==> src/rtl/i2c_cmd_sequencer.sv <==
// I2C command sequencer: queues write/read commands and launches them one at a time into master_device,
// watching the shared bus for STOP to retire each one. Define I2C_SEQ_RETRY_EN to retry once on timeout.
module i2c_cmd_sequencer #(
  parameter int DEPTH     = 4,
  parameter int EN_CYCLES = 5,
  parameter int TIMEOUT   = 255
) (
  input  logic                       clk,
  input  logic                       rst_n,
  input  logic                       cmd_valid,
  output logic                       cmd_ready,
  input  logic [6:0]                 cmd_addr,
  input  logic                       cmd_rw,
  input  logic [7:0]                 cmd_data,
  output logic                       enable,
  output logic [6:0]                 address_in,
  output logic                       rw,
  output logic [7:0]                 data_in,
  input  logic                       scl,
  input  logic                       sda,
  output logic                       busy,
  output logic                       txn_done,
  output logic                       timeout_err,
  output logic [$clog2(DEPTH+1)-1:0] fifo_count
);

  localparam int PTR_W = $clog2(DEPTH);
  localparam int CNT_W = $clog2(DEPTH+1);
  localparam int CMD_W = 16;
  localparam logic [CNT_W-1:0] DEPTH_C = CNT_W'(DEPTH);
  localparam logic [15:0] EN_LAST = 16'(EN_CYCLES - 1);
  localparam logic [15:0] TO_LAST = 16'(TIMEOUT - 1);

  typedef enum logic [1:0] {IDLE = 2'd0, LAUNCH = 2'd1, WAIT_STOP = 2'd2} state_t;

  logic [CMD_W-1:0] mem_r [DEPTH];
  logic [PTR_W-1:0] wr_ptr_r, rd_ptr_r;
  logic [CNT_W-1:0] count_r;
  logic             push_s, pop_s;

  logic scl_meta_r, scl_sync_r, sda_meta_r, sda_sync_r, sda_prev_r;
  logic stop_s;

  state_t           state_r, state_nxt;
  logic [15:0]      ctr_r, ctr_nxt;
  logic             enable_r, enable_nxt;
  logic             done_r, done_nxt;
  logic             terr_r, terr_nxt;
  logic [CMD_W-1:0] launch_r;
`ifdef I2C_SEQ_RETRY_EN
  logic             retry_r, retry_nxt;
`endif

  assign cmd_ready  = (count_r < DEPTH_C);
  assign push_s     = cmd_valid & cmd_ready;
  assign fifo_count = count_r;
  assign busy       = (state_r != IDLE);
  assign enable     = enable_r;
  assign txn_done   = done_r;
  assign timeout_err = terr_r;
  assign {address_in, rw, data_in} = launch_r;

  // FIFO storage; contents are only observed after a pop, so no reset is needed
  always_ff @(posedge clk) begin
    if (push_s) begin
      mem_r[wr_ptr_r] <= {cmd_addr, cmd_rw, cmd_data};
    end
  end

  // FIFO pointers and occupancy; power-of-two depth lets pointers wrap naturally
  always_ff @(posedge clk or negedge rst_n) begin
    if (!rst_n) begin
      wr_ptr_r <= {PTR_W{1'b0}};
      rd_ptr_r <= {PTR_W{1'b0}};
      count_r  <= {CNT_W{1'b0}};
    end else begin
      if (push_s) wr_ptr_r <= wr_ptr_r + PTR_W'(1);
      if (pop_s)  rd_ptr_r <= rd_ptr_r + PTR_W'(1);
      case ({push_s, pop_s})
        2'b10:   count_r <= count_r + CNT_W'(1);
        2'b01:   count_r <= count_r - CNT_W'(1);
        default: count_r <= count_r;
      endcase
    end
  end

  // Bus synchronisers; idle bus level is high so flops reset to 1
  always_ff @(posedge clk or negedge rst_n) begin
    if (!rst_n) begin
      scl_meta_r <= 1'b1;
      scl_sync_r <= 1'b1;
      sda_meta_r <= 1'b1;
      sda_sync_r <= 1'b1;
      sda_prev_r <= 1'b1;
    end else begin
      scl_meta_r <= scl;
      scl_sync_r <= scl_meta_r;
      sda_meta_r <= sda;
      sda_sync_r <= sda_meta_r;
      sda_prev_r <= sda_sync_r;
    end
  end

  // START is informational only, so only STOP is decoded
  assign stop_s = scl_sync_r & ~sda_prev_r & sda_sync_r;

  // State and registered outputs
  always_ff @(posedge clk or negedge rst_n) begin
    if (!rst_n) begin
      state_r  <= IDLE;
      ctr_r    <= 16'd0;
      enable_r <= 1'b0;
      done_r   <= 1'b0;
      terr_r   <= 1'b0;
      launch_r <= {CMD_W{1'b0}};
`ifdef I2C_SEQ_RETRY_EN
      retry_r  <= 1'b0;
`endif
    end else begin
      state_r  <= state_nxt;
      ctr_r    <= ctr_nxt;
      enable_r <= enable_nxt;
      done_r   <= done_nxt;
      terr_r   <= terr_nxt;
      if (pop_s) launch_r <= mem_r[rd_ptr_r];
`ifdef I2C_SEQ_RETRY_EN
      retry_r  <= retry_nxt;
`endif
    end
  end

  // Next-state logic; STOP takes priority over the timeout check
  always_comb begin
    state_nxt = state_r;
    case (state_r)
      IDLE: begin
        if (count_r != {CNT_W{1'b0}}) state_nxt = LAUNCH;
        else                          state_nxt = IDLE;
      end
      LAUNCH: begin
        if (ctr_r == EN_LAST) state_nxt = WAIT_STOP;
        else                  state_nxt = LAUNCH;
      end
      WAIT_STOP: begin
        if (stop_s) begin
          state_nxt = IDLE;
        end else if (ctr_r == TO_LAST) begin
`ifdef I2C_SEQ_RETRY_EN
          if (!retry_r) state_nxt = LAUNCH;
          else          state_nxt = IDLE;
`else
          state_nxt = IDLE;
`endif
        end else begin
          state_nxt = WAIT_STOP;
        end
      end
      default: state_nxt = IDLE;
    endcase
  end

  // Output/next-value logic for counter, enable, pulses and FIFO pop
  always_comb begin
    ctr_nxt    = ctr_r;
    enable_nxt = enable_r;
    done_nxt   = 1'b0;
    terr_nxt   = 1'b0;
    pop_s      = 1'b0;
`ifdef I2C_SEQ_RETRY_EN
    retry_nxt  = retry_r;
`endif
    case (state_r)
      IDLE: begin
        if (count_r != {CNT_W{1'b0}}) begin
          pop_s      = 1'b1;
          enable_nxt = 1'b1;
          ctr_nxt    = 16'd0;
`ifdef I2C_SEQ_RETRY_EN
          retry_nxt  = 1'b0;
`endif
        end else begin
          pop_s = 1'b0;
        end
      end
      LAUNCH: begin
        if (ctr_r == EN_LAST) begin
          enable_nxt = 1'b0;
          ctr_nxt    = 16'd0;
        end else begin
          ctr_nxt = ctr_r + 16'd1;
        end
      end
      WAIT_STOP: begin
        if (stop_s) begin
          done_nxt = 1'b1;
          ctr_nxt  = 16'd0;
        end else if (ctr_r == TO_LAST) begin
          ctr_nxt = 16'd0;
`ifdef I2C_SEQ_RETRY_EN
          if (!retry_r) begin
            enable_nxt = 1'b1;
            retry_nxt  = 1'b1;
          end else begin
            terr_nxt = 1'b1;
          end
`else
          terr_nxt = 1'b1;
`endif
        end else begin
          ctr_nxt = ctr_r + 16'd1;
        end
      end
      default: begin
        ctr_nxt    = 16'd0;
        enable_nxt = 1'b0;
      end
    endcase
  end

endmodule

==> config.mk <==
export PLATFORM = sky130hd
export DESIGN_NAME = i2c_cmd_sequencer
export DESIGN_NICKNAME = d
export VERILOG_FILES = /design/src/rtl/i2c_cmd_sequencer.sv
export SDC_FILE = /design/constraint.sdc
export NUM_CORES = 1
export LEC_CHECK = 0
export ABC_AREA = 1
export BUFFER_PORTS_ARGS = -buffer_cell sky130_fd_sc_hd__buf_4
export CAP_MARGIN = 20
export CORE_MARGIN = 4
export CORE_UTILIZATION = 52
export DETAILED_ROUTE_END_ITERATION = 8
export PLACE_DENSITY = 0.8
export SYNTH_ARGS = -nofsm -noshare
export SYNTH_HDL_FRONTEND = slang
export SYNTH_SLANG_ARGS = --single-unit
==> constraint.sdc <==
create_clock -name clk -period 2.8 [get_ports clk]
set_input_delay 0.14 -clock clk [delete_from_list [all_inputs] [get_ports clk]]
set_output_delay 0.14 -clock clk [all_outputs]
set_load 0.01 [all_outputs]
==> results.yml <==
outcome:
  status: "finished clean"
cells_and_area:
  finish.utilization: 0.669
  nFillCells: 634
  layout-drive-gt1-share: 0.208
  register_area_sq_mm: 0.00315
  multi_input_area_sq_mm: 0.00150
  area_delta_synth_final_pct: 25.9
  final_area_sq_mm: 0.00612
  fin_nets: 551
  n_antenna_cell: 0
job:
  drv_cap: 0
setup_path:
  worstSetupStartpointType: "flip-flop"
  cp_cell_sequence: "inv_1 -> ha_1 -> inv_1 -> nor2_2 -> ha_1 -> inv_1 -> fa_1 -> a21oi_1 -> o21ai_0 -> xor2_1"
  critPathTopFamily: "adder cells"
  ff2ff_path_depth: 10
  rr_endpoint: "fifo_count[2]"
  r2r_start: "state_r[0]"
  crit_path_end_kind: "flip-flop"
  r2r_setup_slack_ns: 0.75
  path_class: "flip-flop to flip-flop"
  cp.required_ns: 3.19
  critical_path_arrival_ns: 2.43
  worstPathMaxFanout: 4
  cpMostUsedCell: "inv_1"
  cp_slowest_cell: "dfrtp_1"
  critPathMaxStageDelay_ns: 0.40
  path_buf_inv: 3
sta:
  fin_ws_ns: 0.751
  rsz0062_at_grt: "false"
  finalSetupViolations: 0
  fin_crit_sh: 0.732
  clock_skew_ns: 0.00955
  timing.fmax_mhz: 488
  tns_ns: 0
  hold_viol_final: 0
  period_minus_slack_ns: 2.05
  worstMarginPinSlew_ns: 0.882
  slew_headroom: 0.412
  finalMaxSlewViolations: 0
clock_tree:
  clk_latency_ns: 0.52
  clk_path_buf_depth: 2
  cts_resized: 0
  ctsHtreeMaxLevel: 4
  cts_num_sinks: 113
  postCtsSetupBuffers: 0
  cts_tree: "yes"
  root_buffer: "clkbuf_8"
  clk_pin_slew_ns: 0.06
  cts_made_buffers: 17
grt:
  grt_pass1_wl_um: 17700
  antenna_found_initial: 0
  grt_overflow_total: 0
  grt_use_total: 0.208
  grt_max_degree: 50
  grt_pass1_vias: 3625
min_path:
  hold_class: "input pin to flip-flop"
  worstHoldStart: "cmd_valid"
  hold_depth: 4
  whs_endpoint: "wr_ptr_r[1]"
place:
  gp_congestion: 0.846
  dp_slack_ns: 0.751
  dpl-instance-area_sq_mm: 0.00529
  dpl.hpwl_um: 5930
  port_buffers: 44
logic_synthesis:
  synthDominantCellAreaShare: 0.395
  postSynthCellCount: 444
  synth_top_family_by_area: "simple AND/OR/NAND/NOR gates"
  synth_seq_cells: 113
  synth_nets: 478
  synthMuxAreaShare: 0
  synth-compound-area-share: 0.0903
  synth_warnings: 0
  synth_edf_count: 64
  yosys-top-cells-area: "edfxtp_1 40%, dfrtp_1 23%, nor2_1 8.4%, o21ai_0 3.4%, nand2_1 3.2%"
  synth_simple_gate_area_frac: 0.161
  synth_ff_type: "edfxtp_1"
  synth.distinct_cells: 30
  yosysTopAreaCell: "edfxtp_1"
  yosysSeqAreaShare: 0.649
  synthXorXnorAreaFrac: 0.0216
  async_flop_share: 0.434
  synthAdderAreaFrac: 0.0350
  synthesis.area_sq_mm: 0.00486
  post_synth.cell_area_avg_sq_um: 11.0
detailed_routing:
  ant_nets: 0
  drcViolationCount: 0
  wirelength_um: 10500
  first_pass_iters: 5
  first_iter_violations: 338
  vias: 3453
  viasPerCell: 5.40
  wire_per_inst_um: 16.4
floorplan:
  chipHeight_um: 105
  io_pins: 45
  fp.dieArea_sq_mm: 0.0110
  start_util: 0.531
  rows: 35
  die_x_um: 105
  core-area_sq_mm: 0.00915
pwr:
  p_leak_uw: 0.00248
  powerDensity_mw_per_mm2: 1080
  vdd_ir_drop_max_mv: 0.630
## timing repair
action / 4_1_cts / 5_1_grt
hold endpoints to repair: 110 / 0
setup endpoints to repair: 0 / 0
hold buffers: 19 / 0
## sequential cells by signal, indices dropped and copies added (netlist names)
signal / flops
scl_sync_r: 1
scl_meta_r: 1
launch_r: 16
sda_meta_r: 1
state_r: 2
txn_done: 1
sda_sync_r: 1
timeout_err: 1
fifo_count: 3
enable: 1
sda_prev_r: 1
wr_ptr_r: 2
ctr_r: 16
mem_r: 64
rd_ptr_r: 2
## area by class of cell
class,count,area share
Clock buffer,17,0.0676
Clock inverter,14,0.0372
Inverter,31,0.0190
Multi-Input combinational cell,284,0.245
Sequential cell,113,0.515
Tap cell,111,0.0227
Timing Repair Buffer,70,0.0936
## how the worst max path moves through the flow
stage | slack, ns | from | endpoint | cells past startpoint
4_1_cts | 0.74 | state_r[0] | fifo_count[2] | 10
2_1_floorplan | 0.54 | state_r[0] | fifo_count[2] | 11
5_1_grt | 0.59 | state_r[0] | fifo_count[2] | 10
3_5_place_dp | 0.75 | state_r[0] | fifo_count[2] | 10
3_3_place_gp | 0.86 | state_r[0] | fifo_count[2] | 10
6_report | 0.75 | state_r[0] | fifo_count[2] | 10
## worst reg2reg max path, stage by stage, from the launching register on
cell and delay [ns]:
dfrtp_1 0.40, inv_1 0.09, ha_1 0.19, inv_1 0.10, nor2_2 0.14, ha_1 0.16
inv_1 0.07, fa_1 0.38, a21oi_1 0.14, o21ai_0 0.10, xor2_1 0.15
## synthesized netlist by cell type (2+ instances only)
cell type / n
nand4_1: 4
nor2_1: 109
clkbuf_1: 4
nand2_2: 4
a21oi_2: 10
ha_1: 12
dfrtp_1: 44
nand3_1: 15
dfstp_2: 5
buf_2: 10
nand2_4: 3
o21ai_1: 4
edfxtp_1: 64
nand2_1: 42
o21bai_1: 4
nor2_2: 2
a31oi_1: 16
inv_1: 30
o21ai_0: 33
nor3_1: 3
nor3_2: 2
xnor2_1: 2
xor2_1: 10
a21oi_1: 6
## cell usage in the layout, fill, tap and decap left out
cell type	Yosys	routed
xor2_1	10	10
fa_1	1	1
nand4_1	4	4
ha_1	12	12
clkbuf_8	0	1
o21ai_0	33	33
edfxtp_1	64	64
nand2_4	3	3
nor3_1	3	3
clkinv_4	0	4
dlygate4sd3_1	0	19
inv_6	0	4
inv_1	30	30
nor2_2	2	2
o21ai_1	4	4
nand2_2	4	4
a21oi_1	6	6
inv_2	1	1
bufinv_16	0	5
nor3_2	2	2
buf_4	1	51
xnor2_1	2	2
nand2_1	42	42
o22ai_1	1	1
o21bai_1	4	4
dfstp_2	5	5
nand3_1	15	15
clkbuf_16	0	16
a21oi_2	10	10
clkinvlp_4	0	1
nor2_4	1	1
dfrtp_1	44	44
a31oi_1	16	16
nor2_1	109	109
## power by group
part	internal (uW)	switching (uW)
combinational	705	1250
sequential	2130	199
clock	1550	791
total	4380	2240
## metrics by stage
step | power (uW) | hold WS [ns] | std cells
2_1_floorplan | 3640 | -0.156 | 444
4_1_cts | 6660 | 0.122 | 640
3_3_place_gp | 4140 | 0.216 | 590
3_5_place_dp | 4250 | 0.208 | 590
6_report | 6620 | 0.160 | 640
5_1_grt | 7000 | 0.145 | 640
## kinds of logic after synthesis
family,Yosys count
AND/OR/NAND/NOR,185
XOR/XNOR,12
flip-flops,113
buffers and inverters,47
adder cells (fa/ha/maj),13
AO/OA/AOI/OAI,74
## metal layers
metal,part of all wire,track usage
met5,0,0
met4,0.018,0.0778
met3,0.064,0.0692
met1,0.38,0.231
met2,0.54,0.372
Note: power is estimated with default switching activity, not from simulation.
